### config.mk
export PLATFORM = sky130hd
export DESIGN_NAME = ps2_host_tx
export DESIGN_NICKNAME = d
export VERILOG_FILES = /design/src/rtl/ps2_pkg.sv /design/src/rtl/ps2_line_sync.sv /design/src/rtl/ps2_host_tx.sv
export SDC_FILE = /design/constraint.sdc
export NUM_CORES = 1
export LEC_CHECK = 0
export ABC_CLOCK_PERIOD_IN_PS = 2500
export BUFFER_PORTS_ARGS = -buffer_cell sky130_fd_sc_hd__buf_2
export CAP_MARGIN = 20
export CORE_ASPECT_RATIO = 0.9
export CORE_MARGIN = 8
export CORE_UTILIZATION = 25
export CTS_BUF_LIST = sky130_fd_sc_hd__clkbuf_4 sky130_fd_sc_hd__clkbuf_8
export CTS_CLUSTER_SIZE = 24
export DETAILED_ROUTE_END_ITERATION = 8
export SLEW_MARGIN = 5
export SYNTH_ARGS = -nofsm -noshare
export SYNTH_HDL_FRONTEND = slang
export SYNTH_SLANG_ARGS = --single-unit
### constraint.sdc
create_clock -name clk -period 2.5 [get_ports clk]
set_clock_uncertainty 0.15 [all_clocks]
set_input_delay 0.125 -clock clk [delete_from_list [all_inputs] [get_ports clk]]
set_output_delay 0.125 -clock clk [all_outputs]
set_load 0.02 [all_outputs]
### src/rtl/ps2_pkg.sv
// Shared PS/2 definitions: host-transmit FSM states, host command bytes,
// device reply codes and the frame parity helper.
package ps2_pkg;

  typedef enum logic [2:0] {
    ST_IDLE,
    ST_INHIBIT,
    ST_START,
    ST_DATA,
    ST_PARITY,
    ST_STOP,
    ST_ACK,
    ST_RELEASE
  } ps2_tx_state_e;

  localparam logic [7:0] PS2_CMD_SET_LEDS  = 8'hED;
  localparam logic [7:0] PS2_CMD_RESET     = 8'hFF;
  localparam logic [7:0] PS2_CMD_ENABLE    = 8'hF4;
  localparam logic [7:0] PS2_REPLY_ACK     = 8'hFA;
  localparam logic [7:0] PS2_REPLY_RESEND  = 8'hFE;

  // PS/2 frames carry odd parity over the eight data bits.
  function automatic logic odd_parity(input logic [7:0] b);
    return ~^b;
  endfunction

endpackage

### src/rtl/ps2_line_sync.sv
// Two-flop synchronizer for one raw PS/2 line plus registered falling-edge
// detect. Idle level is high, so everything resets to 1 / no edge.
module ps2_line_sync (
  input  logic clk,
  input  logic rst,
  input  logic line_i,
  output logic level_o,
  output logic fall_o
);

  logic s1_q;
  logic s2_q;
  logic fall_q;

  // Synchronize and flag the synchronized level going 1 -> 0.
  always_ff @(posedge clk) begin
    if (rst) begin
      s1_q   <= 1'b1;
      s2_q   <= 1'b1;
      fall_q <= 1'b0;
    end else begin
      s1_q   <= line_i;
      s2_q   <= s1_q;
      fall_q <= s2_q & ~s1_q;
    end
  end

  assign level_o = s2_q;
  assign fall_o  = fall_q;

endmodule

### src/rtl/ps2_host_tx.sv
// PS/2 host-to-device byte transmitter (open-collector line drivers).
// Optional macro PS2_TX_TIMEOUT_EN builds a watchdog on the device clock
// edges; without it the FSM waits for the device indefinitely.
module ps2_host_tx
  import ps2_pkg::*;
#(
  parameter int unsigned INHIBIT_CYCLES = 10000,
  parameter int unsigned TIMEOUT_CYCLES = 2000000
) (
  input  logic       clk,
  input  logic       rst,
  input  logic       tx_valid,
  input  logic [7:0] tx_data,
  output logic       tx_ready,
  output logic       tx_done,
  output logic       tx_err,
  input  logic       ps2_clk_in,
  input  logic       ps2_data_in,
  output logic       ps2_clk_oe,
  output logic       ps2_data_oe
);

  localparam int unsigned CNT_W = (INHIBIT_CYCLES > 1) ? $clog2(INHIBIT_CYCLES) : 1;
  localparam logic [CNT_W-1:0] INH_LAST = CNT_W'(INHIBIT_CYCLES - 1);

  ps2_tx_state_e    state_q, state_d;
  logic [7:0]       data_q, data_d;
  logic             par_q, par_d;
  logic [3:0]       bit_q, bit_d;
  logic [CNT_W-1:0] cnt_q, cnt_d;
  logic             clk_oe_q, clk_oe_d;
  logic             data_oe_q, data_oe_d;
  logic             ready_q, ready_d;
  logic             done_q, done_d;
  logic             err_q, err_d;

  logic clk_lvl, clk_fall;
  logic data_lvl, data_fall_unused;

  ps2_line_sync u_clk_sync (
    .clk     (clk),
    .rst     (rst),
    .line_i  (ps2_clk_in),
    .level_o (clk_lvl),
    .fall_o  (clk_fall)
  );

  ps2_line_sync u_data_sync (
    .clk     (clk),
    .rst     (rst),
    .line_i  (ps2_data_in),
    .level_o (data_lvl),
    .fall_o  (data_fall_unused)
  );

`ifdef PS2_TX_TIMEOUT_EN
  localparam int unsigned WD_W = (TIMEOUT_CYCLES > 1) ? $clog2(TIMEOUT_CYCLES) : 1;
  localparam logic [WD_W-1:0] WD_LAST = WD_W'(TIMEOUT_CYCLES - 1);

  logic [WD_W-1:0] wd_q, wd_d;
  logic            wd_timed;

  // Watchdog count since the last device clock edge (or since START entry).
  always_ff @(posedge clk) begin
    if (rst) wd_q <= '0;
    else     wd_q <= wd_d;
  end
`else
  logic timeout_cfg_unused;
  assign timeout_cfg_unused = ^TIMEOUT_CYCLES;
`endif

  // State and registered-output update.
  always_ff @(posedge clk) begin
    if (rst) begin
      state_q   <= ST_IDLE;
      data_q    <= '0;
      par_q     <= 1'b0;
      bit_q     <= '0;
      cnt_q     <= '0;
      clk_oe_q  <= 1'b0;
      data_oe_q <= 1'b0;
      ready_q   <= 1'b1;
      done_q    <= 1'b0;
      err_q     <= 1'b0;
    end else begin
      state_q   <= state_d;
      data_q    <= data_d;
      par_q     <= par_d;
      bit_q     <= bit_d;
      cnt_q     <= cnt_d;
      clk_oe_q  <= clk_oe_d;
      data_oe_q <= data_oe_d;
      ready_q   <= ready_d;
      done_q    <= done_d;
      err_q     <= err_d;
    end
  end

  // Next state plus next values of the registered line drivers and pulses.
  always_comb begin
    state_d   = state_q;
    data_d    = data_q;
    par_d     = par_q;
    bit_d     = bit_q;
    cnt_d     = cnt_q;
    data_oe_d = data_oe_q;
    done_d    = 1'b0;
    err_d     = 1'b0;

    case (state_q)
      ST_IDLE: begin
        data_oe_d = 1'b0;
        if (tx_valid && ready_q) begin
          data_d    = tx_data;
          par_d     = odd_parity(tx_data);
          bit_d     = '0;
          cnt_d     = '0;
          data_oe_d = (INH_LAST == CNT_W'(0));
          state_d   = ST_INHIBIT;
        end
      end
      ST_INHIBIT: begin
        if (cnt_q == INH_LAST) begin
          state_d = ST_START;
        end else begin
          cnt_d     = CNT_W'(cnt_q + 1'b1);
          data_oe_d = (cnt_d == INH_LAST);
        end
      end
      ST_START: begin
        if (clk_fall) begin
          data_oe_d = ~data_q[0];
          bit_d     = 4'd1;
          state_d   = ST_DATA;
        end
      end
      ST_DATA: begin
        if (clk_fall) begin
          if (bit_q == 4'd8) begin
            data_oe_d = ~par_q;
            state_d   = ST_PARITY;
          end else begin
            data_oe_d = ~data_q[bit_q[2:0]];
            bit_d     = 4'(bit_q + 4'd1);
          end
        end
      end
      ST_PARITY: begin
        if (clk_fall) begin
          data_oe_d = 1'b0;
          state_d   = ST_STOP;
        end
      end
      ST_STOP: begin
        if (clk_fall) begin
          if (!data_lvl) begin
            state_d = ST_ACK;
          end else begin
            err_d   = 1'b1;
            state_d = ST_RELEASE;
          end
        end
      end
      ST_ACK: begin
        if (clk_lvl && data_lvl) begin
          done_d  = 1'b1;
          state_d = ST_IDLE;
        end
      end
      ST_RELEASE: begin
        data_oe_d = 1'b0;
        if (clk_lvl && data_lvl) state_d = ST_IDLE;
      end
      default: begin
        data_oe_d = 1'b0;
        state_d   = ST_IDLE;
      end
    endcase

`ifdef PS2_TX_TIMEOUT_EN
    wd_timed = (state_q == ST_START) || (state_q == ST_DATA) || (state_q == ST_PARITY) ||
               (state_q == ST_STOP)  || (state_q == ST_ACK);
    wd_d = (wd_timed && !clk_fall) ? WD_W'(wd_q + 1'b1) : '0;
    if (wd_timed && !clk_fall && (wd_q == WD_LAST)) begin
      // Device went silent: abandon the byte; takes priority over tx_done.
      done_d    = 1'b0;
      err_d     = 1'b1;
      data_oe_d = 1'b0;
      wd_d      = '0;
      state_d   = ST_IDLE;
    end
`endif

    clk_oe_d = (state_d == ST_INHIBIT);
    ready_d  = (state_d == ST_IDLE);
  end

  assign tx_ready    = ready_q;
  assign tx_done     = done_q;
  assign tx_err      = err_q;
  assign ps2_clk_oe  = clk_oe_q;
  assign ps2_data_oe = data_oe_q;

endmodule

# After elaboration in Yosys (flattened, before gate mapping)
# Index checks and enable logic that the tools add are counted.
dict set report classes {
  n_addsub 2
  n_lt_le_gt_ge 1
  eq_ne 17
  muxes 28
  n_bitwise 8
  reduce_logical 16
}
# op count
set op_table {}
lappend op_table {{$eq A14 B14 Y1 const B} 2}
lappend op_table {{$mux W14} 2}
lappend op_table {{$pmux W14 S2} 1}
lappend op_table {{$mux W3} 8}
lappend op_table {{$pmux W3 S7} 1}
lappend op_table {{$mux W4} 4}
lappend op_table {{$add A14 B1 Y14 const B} 1}
lappend op_table {{$eq A3 B3 Y1 const B} 4}
lappend op_table {{$pmux W4 S3} 1}
lappend op_table {{$reduce_and A5 Y1} 2}
lappend op_table {{$mux W1} 9}
lappend op_table {{$reduce_xnor A8 Y1} 1}
lappend op_table {{$not A1 Y1} 7}
lappend op_table {{$eq A3 B1 Y1 const B} 2}
lappend op_table {{$eq A3 B2 Y1 const B} 2}
lappend op_table {{$logic_not A3 Y1} 2}
lappend op_table {{$ne A2 B1 Y1 const B} 3}
lappend op_table {{$ne A2 B2 Y1 const B} 3}
lappend op_table {{$reduce_or A2 Y1} 3}
lappend op_table {{$pmux W1 S5} 1}
lappend op_table {{$reduce_bool A5 Y1} 1}
lappend op_table {{$add A4 B1 Y4 const B} 1}
lappend op_table {{$eq A4 B4 Y1 const B} 1}
lappend op_table {{$lt A3 B4 Y1 const B} 1}
lappend op_table {{other kinds (8)} 9}
dict set report word_totals {
  regBits 40
  in_bits 13
  out_inout_bits 5
  wordCells 87
}

# Depth between registers and ports, before layout
dict set report depth {
  depth_word 6
  ltp_mapped 8
  ltp_nobuf 7
}

# Hierarchy
# From an unflattened synthesis, not the netlist that was laid out.
dict set report hier_totals {
  hier_cells 267
  area_unflattened_um2 2242.2
}
# module instances cells_per_inst area_per_inst_um2 seq_area_each_um2
set modules_own_cells {}
lappend modules_own_cells {ps2_host_tx 1 255 2082.0 700.7}
lappend modules_own_cells {ps2_line_sync 2 6 80.1 60.1}

# Worst setup path after synthesis
# Ideal clock, no wire load.
dict set report synth_timing {
  path_kind {reg2reg}
  start {reg bit_q[1]}
  end {reg clk_oe_q (netlist: ps2_clk_oe)}
  setup_ps 60
  arrival_ps 2081
  required_ps 2290
  setup_slack_ps 209
  stages_incl_launch_ff 9
  path_buffers 1
  period_less_slack_ps 2291
  cell_sequence {dfxtp_1 -> clkbuf_1 -> inv_1 -> ha_1 -> and3b_1 -> a31o_2 -> a221o_1 -> a311oi_1 -> and3_1}
}
dict set report synth_between {
  elab_chain_cells 5
}
# element line_no
set synth_rtl {}
lappend synth_rtl {{start: declaration} ps2_host_tx.sv:29} ;# logic [3:0] bit_q, bit_d;
lappend synth_rtl {{start signal: assignment} ps2_host_tx.sv:90} ;# bit_q <= bit_d;
lappend synth_rtl {{$eq A4 B4 Y1} ps2_host_tx.sv:140} ;# if (bit_q == 4'd8) begin
lappend synth_rtl {{$mux W3} ps2_host_tx.sv:140}
lappend synth_rtl {{$mux W3} ps2_host_tx.sv:139} ;# if (clk_fall) begin
lappend synth_rtl {{$pmux W3 S7} ps2_host_tx.sv:111} ;# case (state_q)
lappend synth_rtl {{$eq A3 B1 Y1} ps2_host_tx.sv:195} ;# clk_oe_d = (state_d == ST_INHIBIT);
lappend synth_rtl {{end signal: assignment} ps2_host_tx.sv:92} ;# clk_oe_q <= clk_oe_d;
lappend synth_rtl {{end: declaration} ps2_host_tx.sv:31} ;# logic clk_oe_q, clk_oe_d;
# No other way between the ends.
# A chain may end at the register's enable or synchronous reset.

# Final worst setup path
dict set report layout_timing {
  start {reg cnt_q[6]}
  end {reg cnt_q[13]}
}
dict set report layout_between {
  elab_chain_cells 3
  word_cells_on_any_way 6
  classes_between {add/sub: 1; eq/ne: 2; mux: 2; reduce/logical: 1}
}
# element line_no
set layout_rtl {}
lappend layout_rtl {{start: declaration} ps2_host_tx.sv:30} ;# logic [CNT_W-1:0] cnt_q, cnt_d;
lappend layout_rtl {{start signal: assignment} ps2_host_tx.sv:91} ;# cnt_q <= cnt_d;
lappend layout_rtl {{$add A14 B1 Y14 / $eq A14 B14 Y1 (equally long branches)} {ps2_host_tx.sv:127, ps2_host_tx.sv:124}}
lappend layout_rtl {{$mux W14 / $ne A2 B2 Y1 (equally long branches)} n/a}
lappend layout_rtl {{$pmux W14 S2 / $reduce_and A3 Y1 (equally long branches)} n/a}
# Several ways; a longest one is shown, not always the timed one. The select of a mux whose other input is x is not followed.

==> impl_results.md <==
- Max-Cap Viols: 0
- First-pass GRT wire length: about 9400 um
- Detailed-route via count: ~2000
- Slew HR: 50.6%
- TritonCTS clock tree: done
- Fin crit share: between 90 and 100%
- Initial antenna violation count: 0
- Final Power: between 1 and 1.5 mW
- Crit path max-delay family: simple AND/OR/NAND/NOR gates
- Power density over the cells: about 530 nW/um2
- Leak Pwr: 0.940 nW
- Final hold violations: 0
- Top FF cell, synth: dfxtp_1
- Rows: 33
- Reg power frac: a little under half
- Syn Inst Count: approximately 260
- Status: completed
- Fillers: a little under 1000
- Net switching power: between 0.3 and 0.4 mW
- Cell-internal power: 1.07 mW
- PortBufs: 17
- H-tree levels: 2
- Register area share after synthesis: 34.9%
- Clock period minus final worst setup slack: between 2 and 2.5 ns
- Post-DP HPWL: between 3000 and 4000 um
- Setup crit start kind: register
- Final slew viol count: 0
- Die H: 107 um
- Fmax: 434 MHz
- Sw Share: between 20% and 30%
- Top cell type's share of synthesized area: about a third
- Core Area: about 9000 um2
- Critical path type: register to register
- Comb pwr share: 15.4%
- Synth Cell Area: roughly 2300 um2
- Async S/R FF share, synth: 0%
- Synth cell types: 58
- Worst Path Max Fanout: 14
- VDD IR max: about 0.26 mV
- Delay of the slowest cell on the worst path: ~0.58 ns
- Fin nets: 309
- Clock Path Buffers: 2
- Largest net degree at the start of global routing: 38
- Synthesized flop and latch total: 40
- Layout cells sized above 1: about 22%
- Final WL: 5330 um
- CP bufs+invs: 1
- Chip Width: approximately 120 um
- Synth top area cells: dfxtp_1 35%, a21oi_1 5.5%, mux2i_1 4.8%
- Clock Sink Count: 40
- Cells after DPL: 397
- Yosys warnings: 0
- Grt ovf: 0
- Post-CTS setup buffers: 0
- Wire per inst: roughly 13 um
- Worst hold path type: primary input to register
- Cell Chain, Critical Path: or4b_4 > or4_4 > o21ai_4 > buf_12 > a21oi_1 > a211oi_1
- DRC Markers: 0
- GPL Wtd Cong: roughly 0.86
- Clock share of power: 37.3%
- Final Setup Violations: 0
- Fin Setup TNS: 0 ns
- Worst-Skew Late Latency: ~0.30 ns
- Unrepaired setup endpoints after global routing: false
- Slew of the pin with the lowest slew margin: between 0.7 and 0.8 ns
- Starting Density: around a quarter
- EDFF count, synth: 0
- Setup crit end kind: register
- Vias in the first global route: 1960
- Syn Nets: 279
- Die ar.: about 12000 um2
- Avg Inst Size Synth: about 9 um2
- # diodes: 0
- Post-layout util: 30.4%
- Final non-filler cell total: just over 400
- 1st-iter DRT viols: 159
- Antenna viol nets, final: 0
- Gr usage total: 9.43%
- Layout area overhead: 19.1%
- IO Pins: 18
- Post-synth top area cell: dfxtp_1
- Clock Tree Root: clkbuf_8
- Slowest cell on crit path: or4b_4
- Num CTS Buffers: 5
- Req. time, crit path: 2.57 ns
- Critical Path AT: roughly 2.4 ns
- Via-to-Cell Ratio: approximately 4.7
- Clk pin slew, worst setup/hold paths: around 0.08 ns
- TritonRoute pass-1 iters: 4
## synthesized netlist by cell type, types with 2 or more instances
master     instances
a2111oi_0          2
a211oi_1           3
a21oi_1           25
a31oi_1            4
and2_1             2
and2b_2            2
and3_1             2
buf_6              2
clkbuf_1           5
clkbuf_8           8
dfxtp_1           40
ha_1               4
inv_1             11
mux2i_1           11
nand2_1           15
nand2b_1           2
nand3_1           11
nand3b_1           4
nand4_1            6
nand4b_1           3
nor2_1            26
nor3_1             5
nor4_1             3
o21ai_0            8
o21ai_1            5
o21bai_1           2
or2_2              4
or3_1              3
or4_1              4
or4b_4             2
xnor2_1           11
## power groups by stage
stage               clock network, mW  registers (mW)  logic (mW)
floorplan                           0           0.693       0.149
CTS                             0.558           0.680       0.220
global placement                    0           0.694       0.206
detailed placement                  0           0.695       0.208
global route                    0.587           0.685       0.246
finish                          0.537           0.680       0.222
## per-stage QoR
step | hold slack [ns] | area (um2) | worst slack, ns
3_3_place_gp | 0.158 | 2490 | 0.133
6_report | 0.221 | 2730 | 0.194
4_1_cts | 0.202 | 2700 | 0.0843
3_5_place_dp | 0.163 | 2490 | 0.0795
5_1_grt | 0.248 | 2730 | 0.0205
2_1_floorplan | 0.0788 | 2290 | 0.209
## per-layer routing
layer	GRT usage, %	part of all wire [%]	wire length [um]	vias up
met5	0	0	0	-
met4	3.65	1.4	72	0
met3	2.75	4.6	246	5
met2	14.5	47	2510	42
met1	12.2	47	2500	910
li1	-	-	-	999
## sequential cells by signal, summed over array words and instances (netlist names), 3 cells and up
| signal | count |
|---|---|
| bit_q | 4 |
| cnt_q | 14 |
| data_q | 8 |
| state_q | 3 |
## area by class of cell
cell class | count | area, um2 | share of cell area, %
Multi-Input combinational cell | 194 | 1330 | 48.7
Sequential cell | 40 | 802 | 29.3
Timing Repair Buffer | 40 | 295 | 10.8
Tap cell | 122 | 153 | 5.59
Clock buffer | 6 | 76.3 | 2.79
Inverter | 11 | 41.3 | 1.51
Clock inverter | 2 | 35.0 | 1.28
## cells in the final DEF, fill, tap and decap left out, types with 11 or more instances in the layout
cell type   n
nor2_1     26
xnor2_1    11
buf_4      12
mux2i_1    11
nand3_1    11
buf_2      17
dfxtp_1    39
nand2_1    15
a21oi_1    25
inv_1      11
## final timing paths
path	start	endpoint	slack, ns	cells after the start
setup / recovery	cnt_q[6]	cnt_q[13]	0.19	6
hold / removal	rst	cnt_q[6]	0.22	2
setup reg to reg	cnt_q[6]	cnt_q[13]	0.19	6
hold reg to reg	u_data_sync.s1_q	u_data_sync.level_o	0.26	1
## repair_timing
action                     4_1_cts  5_1_grt
hold buffers                    10        0
hold endpoints to repair        10        0
setup endpoints to repair        0        2
resized for setup                0        8
## cells by family after synthesis
family,count (synthesis),synth area share [%]
multiplexers,12,5.89
AND/OR/NAND/NOR,103,25.5
buffers and inverters,28,8.78
flip-flops,40,34.9
AO/OA/AOI/OAI,63,18.2
adder cells (fa/ha/maj),4,2.18
XOR/XNOR,12,4.58
Note: power is estimated with default switching activity, not from simulation.
